File: config.mk
export PLATFORM = sky130hd
export DESIGN_NAME = uart_rx_oversampled
export DESIGN_NICKNAME = d
export VERILOG_FILES = /design/src/rtl/uart_rx_oversampled.sv
export SDC_FILE = /design/constraint.sdc
export NUM_CORES = 1
export LEC_CHECK = 0
export CAP_MARGIN = 10
export CORE_MARGIN = 3
export CORE_UTILIZATION = 55
export CTS_CLUSTER_SIZE = 24
export DETAILED_ROUTE_END_ITERATION = 7
export PLACE_DENSITY_LB_ADDON = 0.05
export SLEW_MARGIN = 0
export SYNTH_ARGS = -nofsm -noshare
export SYNTH_HDL_FRONTEND = slang
export SYNTH_SLANG_ARGS = --single-unit
File: constraint.sdc
create_clock -name i_sys_clk -period 2.3 [get_ports i_sys_clk]
set_input_delay 0.345 -clock i_sys_clk [delete_from_list [all_inputs] [get_ports i_sys_clk]]
set_output_delay 0.345 -clock i_sys_clk [all_outputs]
set_load 0.05 [all_outputs]
File: src/rtl/uart_rx_oversampled.sv
// Oversampling UART receiver: 16 ticks per bit, 3-sample majority vote at mid-bit,
// optional parity, valid/ready holding register and single-cycle error pulses.
module uart_rx_oversampled #(
    parameter int P_DATA_BITS       = 8,
    parameter int P_OVERSAMPLE_RATE = 16,
    parameter int P_PARITY_EN       = 0,
    parameter int P_PARITY_ODD      = 0
) (
    input  logic                   i_sys_clk,
    input  logic                   i_sys_rst_n,
    input  logic                   i_oversample_tick,
    input  logic                   i_rx,
    output logic [P_DATA_BITS-1:0] o_data,
    output logic                   o_valid,
    input  logic                   i_ready,
    output logic                   o_frame_err,
    output logic                   o_parity_err,
    output logic                   o_overrun,
    output logic                   o_busy
);

    localparam logic [3:0] CNT_SAMPLE_A = 4'd7;
    localparam logic [3:0] CNT_SAMPLE_B = 4'd8;
    localparam logic [3:0] CNT_DECIDE   = 4'd9;
    localparam logic [3:0] CNT_LAST     = 4'(P_OVERSAMPLE_RATE - 1);
    localparam logic [3:0] LAST_BIT     = 4'(P_DATA_BITS - 1);
    localparam logic       PARITY_ODD   = (P_PARITY_ODD != 0);

    typedef enum logic [2:0] {
        ST_IDLE       = 3'd0,
        ST_START      = 3'd1,
        ST_DATA       = 3'd2,
        ST_PARITY     = 3'd3,
        ST_STOP       = 3'd4,
        ST_BREAK_WAIT = 3'd5
    } state_t;

    function automatic logic majority3(input logic a, input logic b, input logic c);
        return (a & b) | (a & c) | (b & c);
    endfunction

    function automatic logic parity_bit(input logic [P_DATA_BITS-1:0] d, input logic odd);
        return (^d) ^ odd;
    endfunction

    logic                   rx_meta_r;
    logic                   rx_sync_r;
    state_t                 state_r;
    logic [3:0]             cnt_r;
    logic [3:0]             bit_cnt_r;
    logic                   samp_a_r;
    logic                   samp_b_r;
    logic                   bit_r;
    logic [P_DATA_BITS-1:0] shift_r;
    logic                   parity_bad_r;
    logic                   deliver_r;
    logic                   frame_pend_r;
    logic                   parity_pend_r;
    logic                   vote_s;

    // Third sample is taken live at the decision count, the other two were latched earlier.
    assign vote_s = majority3(samp_a_r, samp_b_r, rx_sync_r);

    // Two-flop synchroniser for the asynchronous line, idles high.
    always_ff @(posedge i_sys_clk or negedge i_sys_rst_n) begin
        if (!i_sys_rst_n) begin
            rx_meta_r <= 1'b1;
            rx_sync_r <= 1'b1;
        end else begin
            rx_meta_r <= i_rx;
            rx_sync_r <= rx_meta_r;
        end
    end

    // Frame FSM, tick counter and bit sampling; advances only on oversample ticks.
    always_ff @(posedge i_sys_clk or negedge i_sys_rst_n) begin
        if (!i_sys_rst_n) begin
            state_r       <= ST_IDLE;
            cnt_r         <= 4'd0;
            bit_cnt_r     <= 4'd0;
            samp_a_r      <= 1'b1;
            samp_b_r      <= 1'b1;
            bit_r         <= 1'b1;
            shift_r       <= '0;
            parity_bad_r  <= 1'b0;
            deliver_r     <= 1'b0;
            frame_pend_r  <= 1'b0;
            parity_pend_r <= 1'b0;
            o_busy        <= 1'b0;
        end else begin
            deliver_r     <= 1'b0;
            frame_pend_r  <= 1'b0;
            parity_pend_r <= 1'b0;
            if (i_oversample_tick) begin
                cnt_r <= cnt_r + 4'd1;
                if (cnt_r == CNT_SAMPLE_A) begin
                    samp_a_r <= rx_sync_r;
                end
                if (cnt_r == CNT_SAMPLE_B) begin
                    samp_b_r <= rx_sync_r;
                end
                if (cnt_r == CNT_DECIDE) begin
                    bit_r <= vote_s;
                end
                case (state_r)
                    ST_IDLE: begin
                        cnt_r <= 4'd0;
                        if (!rx_sync_r) begin
                            state_r <= ST_START;
                            o_busy  <= 1'b1;
                        end
                    end
                    ST_START: begin
                        if ((cnt_r == CNT_DECIDE) && vote_s) begin
                            state_r <= ST_IDLE;
                            o_busy  <= 1'b0;
                        end else if (cnt_r == CNT_LAST) begin
                            state_r      <= ST_DATA;
                            bit_cnt_r    <= 4'd0;
                            parity_bad_r <= 1'b0;
                        end
                    end
                    ST_DATA: begin
                        if (cnt_r == CNT_LAST) begin
                            shift_r   <= {bit_r, shift_r[P_DATA_BITS-1:1]};
                            bit_cnt_r <= bit_cnt_r + 4'd1;
                            if (bit_cnt_r == LAST_BIT) begin
                                state_r <= (P_PARITY_EN != 0) ? ST_PARITY : ST_STOP;
                            end
                        end
                    end
                    ST_PARITY: begin
                        if (cnt_r == CNT_LAST) begin
                            parity_bad_r <= (bit_r != parity_bit(shift_r, PARITY_ODD));
                            state_r      <= ST_STOP;
                        end
                    end
                    ST_STOP: begin
                        // Decide mid stop bit so a following start edge is never missed.
                        if (cnt_r == CNT_DECIDE) begin
                            if (vote_s) begin
                                if (parity_bad_r) begin
                                    parity_pend_r <= 1'b1;
                                end else begin
                                    deliver_r <= 1'b1;
                                end
                                state_r <= ST_IDLE;
                                o_busy  <= 1'b0;
                            end else begin
                                frame_pend_r <= 1'b1;
                                state_r      <= ST_BREAK_WAIT;
                            end
                        end
                    end
                    ST_BREAK_WAIT: begin
                        if (rx_sync_r) begin
                            state_r <= ST_IDLE;
                            o_busy  <= 1'b0;
                        end
                    end
                    default: begin
                        state_r <= ST_IDLE;
                        o_busy  <= 1'b0;
                    end
                endcase
            end
        end
    end

    // Holding register with valid/ready handshake and registered error pulses.
    always_ff @(posedge i_sys_clk or negedge i_sys_rst_n) begin
        if (!i_sys_rst_n) begin
            o_data       <= '0;
            o_valid      <= 1'b0;
            o_frame_err  <= 1'b0;
            o_parity_err <= 1'b0;
            o_overrun    <= 1'b0;
        end else begin
            o_frame_err  <= frame_pend_r;
            o_parity_err <= parity_pend_r;
            o_overrun    <= 1'b0;
            if (deliver_r) begin
                if (!o_valid || i_ready) begin
                    o_data  <= shift_r;
                    o_valid <= 1'b1;
                end else begin
                    o_overrun <= 1'b1;
                end
            end else if (o_valid && i_ready) begin
                o_valid <= 1'b0;
            end
        end
    end

endmodule

* After elaboration in Yosys (flattened, before gate mapping) *
Index checks and enable logic that the tools add are counted.

word-level totals
  bits in registers = 41
  bits in latches = 0
  RAM bits = 0
  bits in read-only memories = 0
  output and inout bits = 13
  memories = 0

operators by class
  $add $sub $neg = 2
  multipliers = 0
  divide/modulo/power cells = 0
  order comparisons = 0
  equality and inequality tests = 23
  shift operators = 0
  mux-type cells = 44
  bitwise logic cells = 6
  reduce and logical (&&, ||, !) cells = 20

operator list
  cell                                                 count
  2-to-1 mux 1 bit                                     27
  2-to-1 mux 3 bit                                     9
  inequality test 2 bit, second input constant         10
  one-hot mux 3 bit (6 select lines)                   1
  2-to-1 mux 4 bit                                     4
  equality test 4 bit, second input constant           3
  AND reduction 2 bit                                  5
  AND reduction 5 bit                                  2
  adder 4 x 1 -> 4 bit, second input constant          2
  equality test 4 x 3 -> 1 bit, second input constant  2
  one-hot mux 4 bit (2 select lines)                   1
  AND reduction 8 bit                                  1
  XOR reduction 8 bit                                  1
  AND reduction 7 bit                                  1
  equality test 3 x 2 -> 1 bit, second input constant  2
  equality test 3 bit, second input constant           2
  nonzero test 2 bit                                   3
  one-hot mux 1 bit (5 select lines)                   1
  AND 1 bit                                            3
  equality test 3 x 1 -> 1 bit, second input constant  1
  logical NOT 3 bit                                    1
  inequality test 3 bit, second input constant         1
  AND reduction 3 bit                                  1
  logical AND 1 bit                                    2
  8 further kinds                                      9

* Longest topological paths before layout *
  depth after elaboration = 7
  mapped depth = 7
  mapped depth without buffers = 7

* Worst setup path before layout *
OpenSTA, ideal clock, no wires.

  kind = flip-flop to flip-flop
  from = register rx_sync_r
  to = register parity_bad_r
  arrival = 1.650 ns
  data required time = 2.175 ns
  setup slack = 0.525 ns
  cell stages (with the launch flop) = 6
  buffers on the path = 0
  cell sequence = dfstp_2 and3b_1 o21ai_2 nand4_2 or3_4 mux2_4

on the way
  cells in the longest elaborated chain, start to end = 6

ends and longest elaborated chain
  element                            line  source
  start, declared                    47    logic rx_sync_r;
  start signal, assigned             71    rx_sync_r <= rx_meta_r;
  AND 1 bit                          39    return (a & b) | (a & c) | (b & c);
  OR 1 bit                           39
  OR 1 bit *                         39
  logical AND 1 bit *                114   if ((cnt_r == CNT_DECIDE) && vote_s) begin
  inequality test 2 bit (no line) *  n/a
  AND reduction 5 bit (no line) *    n/a
  end signal, assigned               134   parity_bad_r <= (bit_r != parity_bit(shift_r, PARITY_ODD));
  end, declared                      55    logic parity_bad_r;

Mark *: on every way between the ends. The rest lies on a longest branch, timed or not.
A chain may end at the register's enable or synchronous reset.

* Final worst setup path *
  from = register state_r[2]
  to = register parity_bad_r

on the way
  cells in the longest elaborated chain, start to end = 3

ends and longest elaborated chain
  element                                                                              line  source
  start, declared                                                                      48    state_t state_r;
  start signal, assigned                                                               128   state_r <= (P_PARITY_EN != 0) ? ST_PARITY : ST_STOP;
  equality test 3 x 1 -> 1 bit / equality test 3 x 2 -> 1 bit (equally long branches)  105   case (state_r)
  inequality test 2 bit (no line) / nonzero test 2 bit (equally long branches)         n/a
  AND reduction 5 bit (no line)                                                        n/a

Parallel ways exist; a longest one is shown, timed or not.

==> flow_summary.yaml <==
clock_tree:
  cts.sinks: 41
  cts_resized: 0
  clkTransAtPathRegs_ns: 0.11
  cts_buffers: 5
  cts_tree: "yes"
  clockRootBuffer: "clkbuf_4"
  hold_buffers: 0
  cts.path.max_buffers: 2
  insertion_delay_ns: 0.35
  post_cts_buffers: 0
  htree_levels: 2
place:
  dp_hpwl_um: 2310
  globalplace.congestion: 0.8152
  io_buffers: 17
finish:
  antenna_cells: 0
  final_core_util_pct: 68.23
  final_layout_size_suffix_gt1_share_pct: 26.90
  syn_to_final_growth_pct: 14.54
  final_net_count: 180
setup_path:
  crit_path_cell_trace: "or3b_4 > and4_1 > nand4_2 > or3_4 > mux2_4"
  cp_slowest_cell: "dfrtp_1"
  max_stage_delay_ns: 0.51
  startpoint_type: "flop"
  path_delay_family: "simple AND/OR/NAND/NOR gates"
  path_class: "flop to flop"
  critPathRequiredTime_ns: 2.54
  crit_arrival_ns: 2.20
  end_kind: "flop"
  cp_max_fo: 13
  cp_num_buf_inv: 0
floorplanning:
  placeableCoreArea_sq_um: 3178
  die_w_um: 64.67
  die_h_um: 64.67
  dieArea_sq_um: 4182
  rows: 20
  io-pin-count: 18
  start_util_pct: 59.57
route:
  drcViolationCount: 0
  postRouteAntennaNets: 0
  finalWirelength_um: 3259
  drt_pass1_iterations: 4
  wl_per_cell_um: 15.16
  routed-via-count: 1211
  avgViaCountPerCell: 5.633
  drt-initial-drc-count: 99
synthesis:
  synth_edf_count: 0
  syn_avg_cell_area_sq_um: 12.62
  yosys_warnings: 0
  syn-instance-count: 150
  synth.cell_area_sq_um: 1893
  ys_async_sr_fraction_pct: 100.0
  synth_cell_types: 42
  synthFlopType: "dfrtp_1"
  syn_nets: 159
  yosys_register_bits: 41
  synth-seq-area-share_pct: 54.53
status:
  status: "finished clean"
global_routing:
  antenna_found_initial: 0
  grt_pass1_wl_um: 5747
  grt_usage_pct: 18.38
  overflow: 0
  grt_max_degree: 42
  grt_pass1_vias: 1244
timing:
  timing.setup.tns_ns: 0
  fin_skew_ns: 0.01229
  timing.final.crit_share_pct: 85.09
  finalSetupViolCount: 0
  period_minus_slack_ns: 1.957
  final_max_slew_viol_count: 0
  tightest_slew_ns: 0.8560
  rsz0062_at_grt: "false"
  fmax_mhz: 511.0
  timing.hold.ws_ns: 0.09592
  final-hold-violation-count: 0
  maxSlewHeadroom_pct: 42.93
power_and_ir_drop:
  finalPower_mw: 1.569
  power.density_nw_per_um2: 723.5
  p_leak_nw: 1.019
  peakVddDrop_uv: 552.9
flow_run:
  drv_cap: 0
min_path:
  hold_class: "primary input to async pin"
-- stage by stage --
stage | setup WS (ns) | std cells | area [sq um]
2_1_floorplan | 0.5250 | 150 | 1893
3_3_place_gp | 0.4070 | 208 | 2096
3_5_place_dp | 0.3559 | 208 | 2096
4_1_cts | 0.3446 | 215 | 2168
5_1_grt | 0.2558 | 215 | 2168
6_report | 0.3430 | 215 | 2168
-- layer usage --
| layer | GRT usage (%) | wire length, um | up-vias |
|---|---|---|---|
| li1 | - | - | 578 |
| met1 | 23.85 | 1529 | 604 |
| met2 | 28.61 | 1530 | 24 |
| met3 | 5.026 | 140 | 5 |
| met4 | 8.707 | 58 | 0 |
| met5 | 0 | 0 | - |
-- path summary, 6_finish.rpt --
| path | slack, ns | start | endpoint | cells after the start |
|---|---|---|---|---|
| min | 0.1 | i_sys_rst_n | o_overrun$_DFF_PN0_ | 1 |
| max | 0.34 | state_r[2]$_DFFE_PN0P_ | parity_bad_r$_DFFE_PN0P_ | 5 |
| max reg2reg | 0.34 | state_r[2]$_DFFE_PN0P_ | parity_bad_r$_DFFE_PN0P_ | 5 |
| min in group i_sys_clk | 0.37 | rx_meta_r$_DFF_PN1_ | rx_sync_r$_DFF_PN1_ | 0 |
| max in group asynchronous | 1.66 | i_sys_rst_n | shift_r[7]$_DFFE_PN0P_ | 1 |
| min reg2reg | 0.37 | rx_meta_r$_DFF_PN1_ | rx_sync_r$_DFF_PN1_ | 0 |
-- where the power goes --
group	leakage (nW)	total (mW)	switching, mW	internal, mW
Clock	0.0410	0.440	0.219	0.221
Sequential	0.548	0.841	0.0652	0.776
Combinational	0.430	0.288	0.165	0.123
Total	1.02	1.57	0.448	1.12
-- worst reg2reg max path, stage by stage, from the launching register on --
cell,delay [ns]
dfrtp_1,0.51
or3b_4,0.32
and4_1,0.22
nand4_2,0.14
or3_4,0.36
mux2_4,0.30
-- cell usage in the layout, fill, tap and decap left out, types with 2 or more instances in the layout --
cell type	instances
a22o_1	2
and3b_1	2
buf_4	2
clkbuf_4	5
clkdlybuf4s50_1	16
dfrtp_1	36
dfstp_2	5
ha_1	4
inv_1	4
mux2_2	20
mux2_4	3
nand2_1	10
nand3_1	5
nand4b_1	2
nor2_1	8
nor3_1	3
nor3b_1	2
o21ai_0	9
or3_1	3
xnor2_1	5
xor2_1	2
-- synth_stat cells, types with 2 or more instances --
master / number / area [sq um]
buf_2: 2 / 10.01
a22o_1: 2 / 17.52
inv_1: 4 / 15.01
nor2_1: 8 / 30.03
mux2_4: 3 / 45.04
nor3_1: 3 / 15.01
mux2_2: 20 / 225.2
o21ai_0: 9 / 45.04
nand2_1: 10 / 37.54
nand4b_1: 2 / 17.52
dfstp_2: 5 / 131.4
xnor2_1: 5 / 43.79
ha_1: 4 / 50.05
and3b_1: 2 / 17.52
or3_1: 3 / 18.77
dfrtp_1: 36 / 900.9
nor3b_1: 2 / 15.01
xor2_1: 2 / 17.52
nand3_1: 5 / 25.02
-- state kept, by name (all words and copies together), names as in the netlist, 3 cells and up --
register	count
o_data	8
shift_r	8
bit_cnt_r	4
cnt_r	4
state_r	3
-- logic make-up (layout without fill, tap and decap cells) --
| logic type | count (synthesis) | in the layout | share of synthesized area, % |
|---|---|---|---|
| simple gates | 44 | 44 | 13.35 |
| flops | 41 | 41 | 54.53 |
| mux | 24 | 24 | 14.81 |
| compound gates | 19 | 19 | 7.139 |
| buf+inv | 9 | 30 | 2.511 |
| xor+xnor | 8 | 8 | 4.428 |
| fa+ha+maj | 5 | 5 | 3.239 |
-- layout make-up --
| class | count | area [sq um] |
|---|---|---|
| multi-input combinational | 100 | 813.3 |
| fill | 270 | 1010 |
| clock buffer | 5 | 37.54 |
| timing repair buffer | 19 | 180.2 |
| clock inverter | 2 | 35.03 |
| inverter | 4 | 15.01 |
| sequential | 41 | 1032 |
| tap | 44 | 55.05 |
Power figures use the tool's default switching activity.
